`src/rtl/logic_func_pkg.sv`:
```
// Shared definitions for the logic_func_pipe slice: truth-table op codes
// and a 2-input NOR helper for the cross-check datapath (NOR_XCHK_EN).
package logic_func_pkg;

  // Truth-table code: bit index {x, y} selects the result bit.
  typedef logic [3:0] op_t;

  localparam op_t OP_ZERO    = 4'b0000;
  localparam op_t OP_NOR     = 4'b0001;
  localparam op_t OP_INHIBIT = 4'b0100;
  localparam op_t OP_XOR     = 4'b0110;
  localparam op_t OP_NAND    = 4'b0111;
  localparam op_t OP_AND     = 4'b1000;
  localparam op_t OP_OR      = 4'b1110;
  localparam op_t OP_ONE     = 4'b1111;

  // The only gate the cross-check datapath is allowed to use.
  function automatic logic nor2(input logic a, input logic b);
    return ~(a | b);
  endfunction

endpackage

```
`src/rtl/logic_func_bit.sv`:
```
// One-bit truth-table select r = op[{x, y}].
// With NOR_XCHK_EN defined, a NOR-only implementation of the same select
// (logic_func_bit_nor) is also compiled for the result cross-check.
module logic_func_bit
  import logic_func_pkg::*;
(
  input  logic x,
  input  logic y,
  input  op_t  op,
  output logic r
);

  assign r = op[{x, y}];

endmodule

`ifdef NOR_XCHK_EN
module logic_func_bit_nor
  import logic_func_pkg::*;
(
  input  logic x,
  input  logic y,
  input  op_t  op,
  output logic r
);

  logic nx, ny;
  logic [3:0] nop;
  logic [3:0] mt;     // minterms: mt[k] = 1 when {x, y} == k
  logic [3:0] nmt;
  logic [3:0] t;      // minterm gated by its op bit
  logic n01, n23, or01, or23, nr;

  // Inverters are NORs with both inputs tied together.
  assign nx = nor2(x, x);
  assign ny = nor2(y, y);
  for (genvar k = 0; k < 4; k++) begin : gen_nop
    assign nop[k] = nor2(op[k], op[k]);
  end

  // a & b == nor(~a, ~b)
  assign mt[0] = nor2(x,  y);
  assign mt[1] = nor2(x,  ny);
  assign mt[2] = nor2(nx, y);
  assign mt[3] = nor2(nx, ny);

  for (genvar k = 0; k < 4; k++) begin : gen_term
    assign nmt[k] = nor2(mt[k], mt[k]);
    assign t[k]   = nor2(nmt[k], nop[k]);
  end

  // Four-input OR folded into a tree of NOR + NOR-inverter pairs.
  assign n01  = nor2(t[0], t[1]);
  assign n23  = nor2(t[2], t[3]);
  assign or01 = nor2(n01, n01);
  assign or23 = nor2(n23, n23);
  assign nr   = nor2(or01, or23);
  assign r    = nor2(nr, nr);

endmodule
`endif

```
`src/rtl/logic_func_pipe.sv`:
```
// Registered WIDTH-bit two-operand logic unit: any of the 16 Boolean
// functions chosen per beat by a truth-table op code, valid/ready input,
// 2-entry output buffer, wrapping handshake counter.
// Optional macro NOR_XCHK_EN: recompute each result with a NOR-only
// datapath and raise the sticky err flag on any disagreement.
module logic_func_pipe
  import logic_func_pkg::*;
#(
  parameter int WIDTH = 8,
  parameter int CNT_W = 16
) (
  input  logic             clk,
  input  logic             rst,
  input  logic             in_valid,
  output logic             in_ready,
  input  logic [WIDTH-1:0] x,
  input  logic [WIDTH-1:0] y,
  input  logic [3:0]       op,
  output logic             out_valid,
  input  logic             out_ready,
  output logic [WIDTH-1:0] r,
  output logic [CNT_W-1:0] count,
  output logic             err
);

  logic [WIDTH-1:0] res;    // primary result of the beat on x/y/op
  logic [WIDTH-1:0] head;   // oldest buffered result, drives r
  logic [WIDTH-1:0] tail;   // second entry, valid only when occ == 2
  logic [1:0]       occ;
  logic             push;
  logic             pop;

  // Primary datapath: one truth-table select per bit.
  for (genvar i = 0; i < WIDTH; i++) begin : gen_bit
    logic_func_bit u_bit (
      .x  (x[i]),
      .y  (y[i]),
      .op (op),
      .r  (res[i])
    );
  end

  // Handshakes depend only on registered occupancy, never on out_ready.
  assign in_ready  = (occ != 2'd2);
  assign out_valid = (occ != 2'd0);
  assign push      = in_valid && in_ready;
  assign pop       = out_valid && out_ready;
  assign r         = head;

  // Occupancy and completed-handshake counter.
  // NOTE: state registers use non-blocking assignments so every flop samples
  // pre-edge values regardless of block ordering.
  always_ff @(posedge clk) begin
    if (rst) begin
      occ   <= 2'd0;
      count <= '0;
    end else begin
      case ({push, pop})
        2'b10:   occ <= occ + 2'd1;
        2'b01:   occ <= occ - 2'd1;
        default: occ <= occ;
      endcase
      if (pop) count <= count + CNT_W'(1);
    end
  end

  // Head entry: loads a new beat when it would otherwise be empty, or
  // promotes the tail when the head is popped from a full buffer.
  // NOTE: only the head is reset, so r reads 0 after reset; the tail is
  // never observed before it is written and needs no reset.
  always_ff @(posedge clk) begin
    if (rst) begin
      head <= '0;
    end else if (push && (occ == 2'd0 || (occ == 2'd1 && pop))) begin
      head <= res;
    end else if (pop && occ == 2'd2) begin
      head <= tail;
    end
  end

  // Tail entry: second beat queued behind a head that is not leaving.
  always_ff @(posedge clk) begin
    if (!rst && push && occ == 2'd1 && !pop) tail <= res;
  end

`ifdef NOR_XCHK_EN
  logic [WIDTH-1:0] res_nor;
  logic             err_q;

  // Independent NOR-only datapath for the cross-check.
  for (genvar i = 0; i < WIDTH; i++) begin : gen_bit_nor
    logic_func_bit_nor u_bit_nor (
      .x  (x[i]),
      .y  (y[i]),
      .op (op),
      .r  (res_nor[i])
    );
  end

  // Sticky mismatch flag, set when a disagreeing result is pushed.
  always_ff @(posedge clk) begin
    if (rst)                          err_q <= 1'b0;
    else if (push && res != res_nor)  err_q <= 1'b1;
  end

  assign err = err_q;
`else
  assign err = 1'b0;
`endif

endmodule

```
`config.mk`:
```
export PLATFORM = sky130hd
export DESIGN_NAME = logic_func_pipe
export DESIGN_NICKNAME = d
export VERILOG_FILES = /design/src/rtl/logic_func_pkg.sv /design/src/rtl/logic_func_bit.sv /design/src/rtl/logic_func_pipe.sv
export SDC_FILE = /design/constraint.sdc
export NUM_CORES = 1
export LEC_CHECK = 0
export ABC_AREA = 1
export CAP_MARGIN = 0
export CORE_ASPECT_RATIO = 1.5
export CORE_MARGIN = 2
export CORE_UTILIZATION = 52
export CTS_CLUSTER_DIAMETER = 100
export CTS_CLUSTER_SIZE = 20
export DETAILED_ROUTE_END_ITERATION = 10
export PLACE_DENSITY_LB_ADDON = 0.3
export SETUP_SLACK_MARGIN = 0.5
export SYNTH_ARGS = -nofsm -noshare
export SYNTH_HDL_FRONTEND = slang
export SYNTH_SLANG_ARGS = --single-unit
```
`constraint.sdc`:
```
create_clock -name clk -period 2.9 [get_ports clk]
set_input_delay 0.58 -clock clk [delete_from_list [all_inputs] [get_ports clk]]
set_output_delay 0.58 -clock clk [all_outputs]
set_load 0.05 [all_outputs]
```
-- Word level (Yosys, flattened, before mapping)
Index checks and enable logic that the tools add are counted.
- add/sub/neg operators: 3
- $lt $le $gt $ge: 8
- equality and inequality tests: 5
- mux-type cells: 19
- reduce and logical (&&, ||, !) cells: 15
- operator list (kind ; count):
    $lt A2 B3 Y1 const B ; 8
    $add A16 B1 Y16 const B ; 1
    $bmux W1 S2 ; 8
    $mux W8 ; 2
    $logic_and A1 B1 Y1 ; 8
    $mux W1 ; 8
    $reduce_bool A2 Y1 ; 3
    $eq A2 B1 Y1 const B ; 2
    $eq A2 B2 Y1 const B ; 2
    $pmux W2 S2 ; 1
    $add A2 B1 Y2 const B ; 1
    $logic_not A1 Y1 ; 2
    $logic_not A2 Y1 ; 1
    $ne A2 B2 Y1 const B ; 1
    $sub A2 B1 Y2 const B ; 1
    $logic_or A1 B1 Y1 ; 1
- bits in registers: 34
- input port bits: 24
- output and inout port bits: 27
- logic and storage cells: 54

-- Logic depth before layout (Yosys ltp)
- depth in word-level cells: 6
- gate-level depth with buffers: 10
- mapped depth without buffers: 10

-- By module
A second synthesis with hierarchy kept.
- cells, all modules: 298
- area total of the unflattened synthesis: 1990.7 um^2
- modules (own cells, without submodules) (module ; instances ; cells an instance ; area an instance (um^2)):
    logic_func_pipe ; 1 ; 194 ; 1580.3
    logic_func_bit ; 8 ; 13 ; 51.3

-- Worst setup path after synthesis
Ideal clock, no wire load.
- path kind: flip-flop to flip-flop
- start: register occ[0]
- end: register tail[0] (enable)
- setup time: 0.370 ns
- arrival: 1.542 ns
- data required time: 2.530 ns
- setup slack: 0.988 ns
- cell stages (with the launch flop): 6
- buffers on the path: 0
- clock period less this slack: 1.912 ns
- path through: dfxtp_1 -> inv_1 -> ha_1 -> inv_1 -> nand2_1 -> nor2_1
- cells in the longest elaborated chain, start to end: 5
- ends and longest elaborated chain (element ; RTL line ; text):
    start, declared ; logic_func_pipe.sv:29 ; logic [1:0] occ;
    start signal, assigned ; logic_func_pipe.sv:59 ; 2'b10: occ <= occ + 2'd1;
    start signal, assigned ; logic_func_pipe.sv:60 ; 2'b01: occ <= occ - 2'd1;
    $ne A2 B2 Y1 ; logic_func_pipe.sv:44 ; assign in_ready = (occ != 2'd2);
    net in_ready ; logic_func_pipe.sv:15 ; output logic in_ready,
    $logic_and A1 B1 Y1 ; logic_func_pipe.sv:46 ; assign push = in_valid && in_ready;
    $logic_and A1 B1 Y1 (3 in a row) ; logic_func_pipe.sv:83 ; if (!rst && push && occ == 2'd1 && !pop) tail <= res;
    end signal, assigned ; logic_func_pipe.sv:83 ;
    end, declared ; logic_func_pipe.sv:28 ; logic [WIDTH-1:0] tail;
The timed path passes the listed nets, and every way through them passes these cells.
A chain may end at the register's enable or synchronous reset.

-- Worst setup path after layout
- start: register occ[0]
- end: output port in_ready
- cells in the longest elaborated chain, start to end: 1
- ends and longest elaborated chain (element ; RTL line):
    $ne A2 B2 Y1 ; logic_func_pipe.sv:44
    end, declared ; logic_func_pipe.sv:15
Every way passes these cells.

==> out/results.tsv <==
stage	metric	value	unit
clock_tree	latest clock arrival within the worst-skew pair	0.29	ns
hold_path	Hold Startpoint	tail[3]$_DFFE_PP_	
clock_tree	# clock sinks	34	
placement	IO buf count	49	
clock_tree	TritonCTS clock tree	done	
yosys	synthesized flop and latch total	34	
worst_setup_path	depth of the most critical reg-to-reg path	8	
finish	Reg area	761	um^2
worst_setup_path	Critical Path Fanout Max	4	
worst_setup_path	FF-to-FF Start	occ[0]$_SDFFE_PP0P_	
floorplan	Initial Util	54.5	%
drt	DRC Markers	0	
placement	placed insts	359	
finish	antenna diode count	0	
floorplan	Die Area	4090	um^2
worst_setup_path	Arr. time, crit path	1.66	ns
finish	Net count, final	353	
floorplan	Core Footprint	3420	um^2
global_routing	vias in the first global route	1830	
global_routing	met1 usage	20.6	%
placement	placed cell areas	2370	um^2
clock_tree	Inserted Clock Buffers	5	
global_routing	first-pass GRT wire length	7.25	mm
global_routing	M2 GR Usage	46.6	%
global_routing	busiest layer in global routing	met2	
clock_tree	Max Root-Sink Buffers	2	
yosys	Post-Syn Area	1860	um^2
drt	wire length per cell	11.8	um
power	maximum vdd drop	553	uV
worst_setup_path	slowest stage delay, CP	0.55	ns
power	power per cell area	669	nW/um^2
run_status	outcome	complete, no violations	
drt	DR pass1 iterations	4	
clock_tree	Worst-path clk slew	0.07	ns
floorplan	Die X	52.9	um
drt	DRT Wirelength	4.35	mm
timing	Slew Limit Fails	0	
placement	HPWL Detailed	3.39	mm
worst_setup_path	R2R setup slack	1.13	ns
timing	crit share post-route	77.1	%
drt	DR vias	1922	
hold_path	Worst Hold Class	register to register	
floorplan	die extent in y	77.3	um
timing	max_slew headroom	64.9	%
worst_setup_path	most frequent CP cell	inv_1	
timing	Total Neg Setup Slack	0	ns
global_routing	global routing usage on met3	4.67	%
finish	Final Cell Area	2450	um^2
job	Max-Cap Viols	0	
worst_setup_path	critical path launch point type	register	
yosys	post-synth net total	302	
timing	Final Hold Vio Count	0	
finish	Cell Count, Final, Fillers Out	367	
floorplan	Row Count	26	
yosys	Synthesis Warnings	0	
clock_tree	Root Buffer Master	clkbuf_8	
timing	Final Skew	0.00597	ns
worst_setup_path	CP Cell Sequence	inv_1 > ha_1 > inv_1 > dlygate4sd2_1	
worst_setup_path	slowest cell on the critical path	dlygate4sd2_1	
yosys	count of different cell masters after synthesis	24	
timing	Final Setup Violations	0	
drt	remaining antenna violation count after routing	0	
floorplan	I/O pin count	51	
global_routing	antenna violations before repair	0	
finish	Multi-input gate area	927	um^2
power	Leakage Power	0.00106	uW
finish	share of cells above drive strength 1	4.62	%
hold_path	Hold Path Stages	2	
clock_tree	Post-CTS Setup Bufs	0	
yosys	post-synthesis sequential area ratio	40.8	%
finish	FILL cells	309	
global_routing	largest net degree at the start of global routing	21	
worst_setup_path	Critical Path RT	2.32	ns
timing	post-layout min period	2.24	ns
timing	unrepaired setup endpoints after global routing	no	
global_routing	grt ovf	0	
timing	actual slew at the worst max-slew pin	0.525	ns
finish	post-layout util	71.8	%
global_routing	GR Util All Layers	23.6	%
worst_setup_path	WS Path Type	register to output pin	
placement	DP Worst Slack	0.683	ns
hold_path	worst hold endpoint	r[3]$_SDFFE_PP0P_	
yosys	Mean Syn Cell Area	6.82	um^2
finish	Layout area overhead	31.6	%
clock_tree	Max H-tree Level	2	
timing	FMAX	0.447	GHz
drt	Initial DRC Count	67	
yosys	Gate Count Post-Synth	273	
placement	Routability Congestion	0.782	
worst_setup_path	Reg2Reg Capture Point	occ[0]$_SDFFE_PP0P_	
worst_setup_path	crit path capture type	output pin	
drt	Via density	5.24	
timing	Final WS setup	0.664	ns
## cells in the mapped netlist
library cell	n	area, um^2
buf_4	1	7.51
inv_2	3	11.3
edfxtp_1	8	240
dfxtp_1	26	521
nand3_1	16	80.1
conb_1	1	3.75
a31oi_1	1	6.26
ha_1	5	62.6
nand4_1	5	31.3
buf_2	3	15.0
nand2_1	74	278
o21ai_0	21	105
xor2_1	4	35.0
nor2_1	39	146
nand2_2	2	12.5
inv_1	33	124
clkbuf_1	1	3.75
a21oi_1	17	85.1
nor2_4	2	22.5
nor3_1	7	35.0
a211oi_1	1	7.51
nand3_2	1	10.0
clkbuf_8	1	13.8
nor2_2	1	6.26
## layer usage
metal,vias up,wire (um)
met1,858,1520
met4,0,136
met5,-,0
li1,974,-
met2,76,2460
met3,14,226
## per-stage QoR
| step | hold WS (ns) | power [uW] |
|---|---|---|
| after global placement | 0.491 | 1300 |
| after global routing | 0.536 | 1730 |
| after detailed placement | 0.495 | 1320 |
| after floorplan | 0.459 | 1100 |
| final | 0.510 | 1640 |
| after CTS | 0.512 | 1650 |
## power by group
part	leakage, uW	switching (uW)	internal [uW]
sequential	0.000284	46.0	558
combinational	0.000739	471	233
clock	0.0000395	163	170
## cell usage in the layout (no fill, tap or decap)
cell type | synthesis | final
ha_1 | 5 | 5
nand3_1 | 16 | 16
nor2_1 | 39 | 39
nor3_1 | 7 | 7
conb_1 | 1 | 1
dfxtp_1 | 26 | 26
a21oi_1 | 17 | 17
buf_4 | 1 | 1
o21ai_0 | 21 | 21
xor2_1 | 4 | 4
clkdlybuf4s50_1 | 0 | 47
inv_2 | 3 | 3
nand4_1 | 5 | 5
dlygate4sd2_1 | 0 | 2
nand2_1 | 74 | 74
clkbuf_1 | 1 | 3
nor2_4 | 2 | 2
nor2_2 | 1 | 1
nand3_2 | 1 | 1
edfxtp_1 | 8 | 8
a211oi_1 | 1 | 1
inv_1 | 33 | 33
nand2_2 | 2 | 2
a31oi_1 | 1 | 1
clkbuf_8 | 1 | 5
## area by class of cell
class / instances / share of cell area (%)
multi-input cells: 197 / 37.8
flip-flops and latches: 34 / 31.0
repair buffers: 50 / 20.2
inverters: 36 / 5.51
clock buffers: 8 / 3.27
well taps: 42 / 2.14
## flip-flops by register name, summed over array words and instances, names as in the netlist
register	count
count	16
r	8
tail	8
occ	2
## worst max-delay path by stage
stage	cells past startpoint	slack [ns]	to	start
final	4	0.66	in_ready	occ[0]$_SDFFE_PP0P_
after global routing	4	0.58	in_ready	occ[0]$_SDFFE_PP0P_
after CTS	4	0.66	in_ready	occ[0]$_SDFFE_PP0P_
after detailed placement	4	0.68	in_ready	occ[0]$_SDFFE_PP0P_
after global placement	5	0.72	tail[0]$_DFFE_PP_	rst
after floorplan	5	0.99	tail[0]$_DFFE_PP_	occ[0]$_SDFFE_PP0P_
## kinds of logic after synthesis
kind of cell,Yosys count,share of synthesized area (%)
and+or+nand+nor,147,33.4
buffers and inverters,42,9.40
other,1,0.201
DFF,34,40.8
AOI/OAI and AO/OA,40,10.9
xor gates and xnor gates,4,1.88
adders and majority gates,5,3.36
## what timing repair did
item,in CTS,in global routing
gates resized for setup,2,0
endpoints found under the setup margin,2,0
hold buffers,0,0
## worst max-delay path, delay by kind of cell (launching register included)
kind	cells	cell delay, ns
buffers and inverters	3	0.79
DFF	1	0.38
adders and majority gates	1	0.19
No activity file was read; power rests on OpenSTA's default activity.
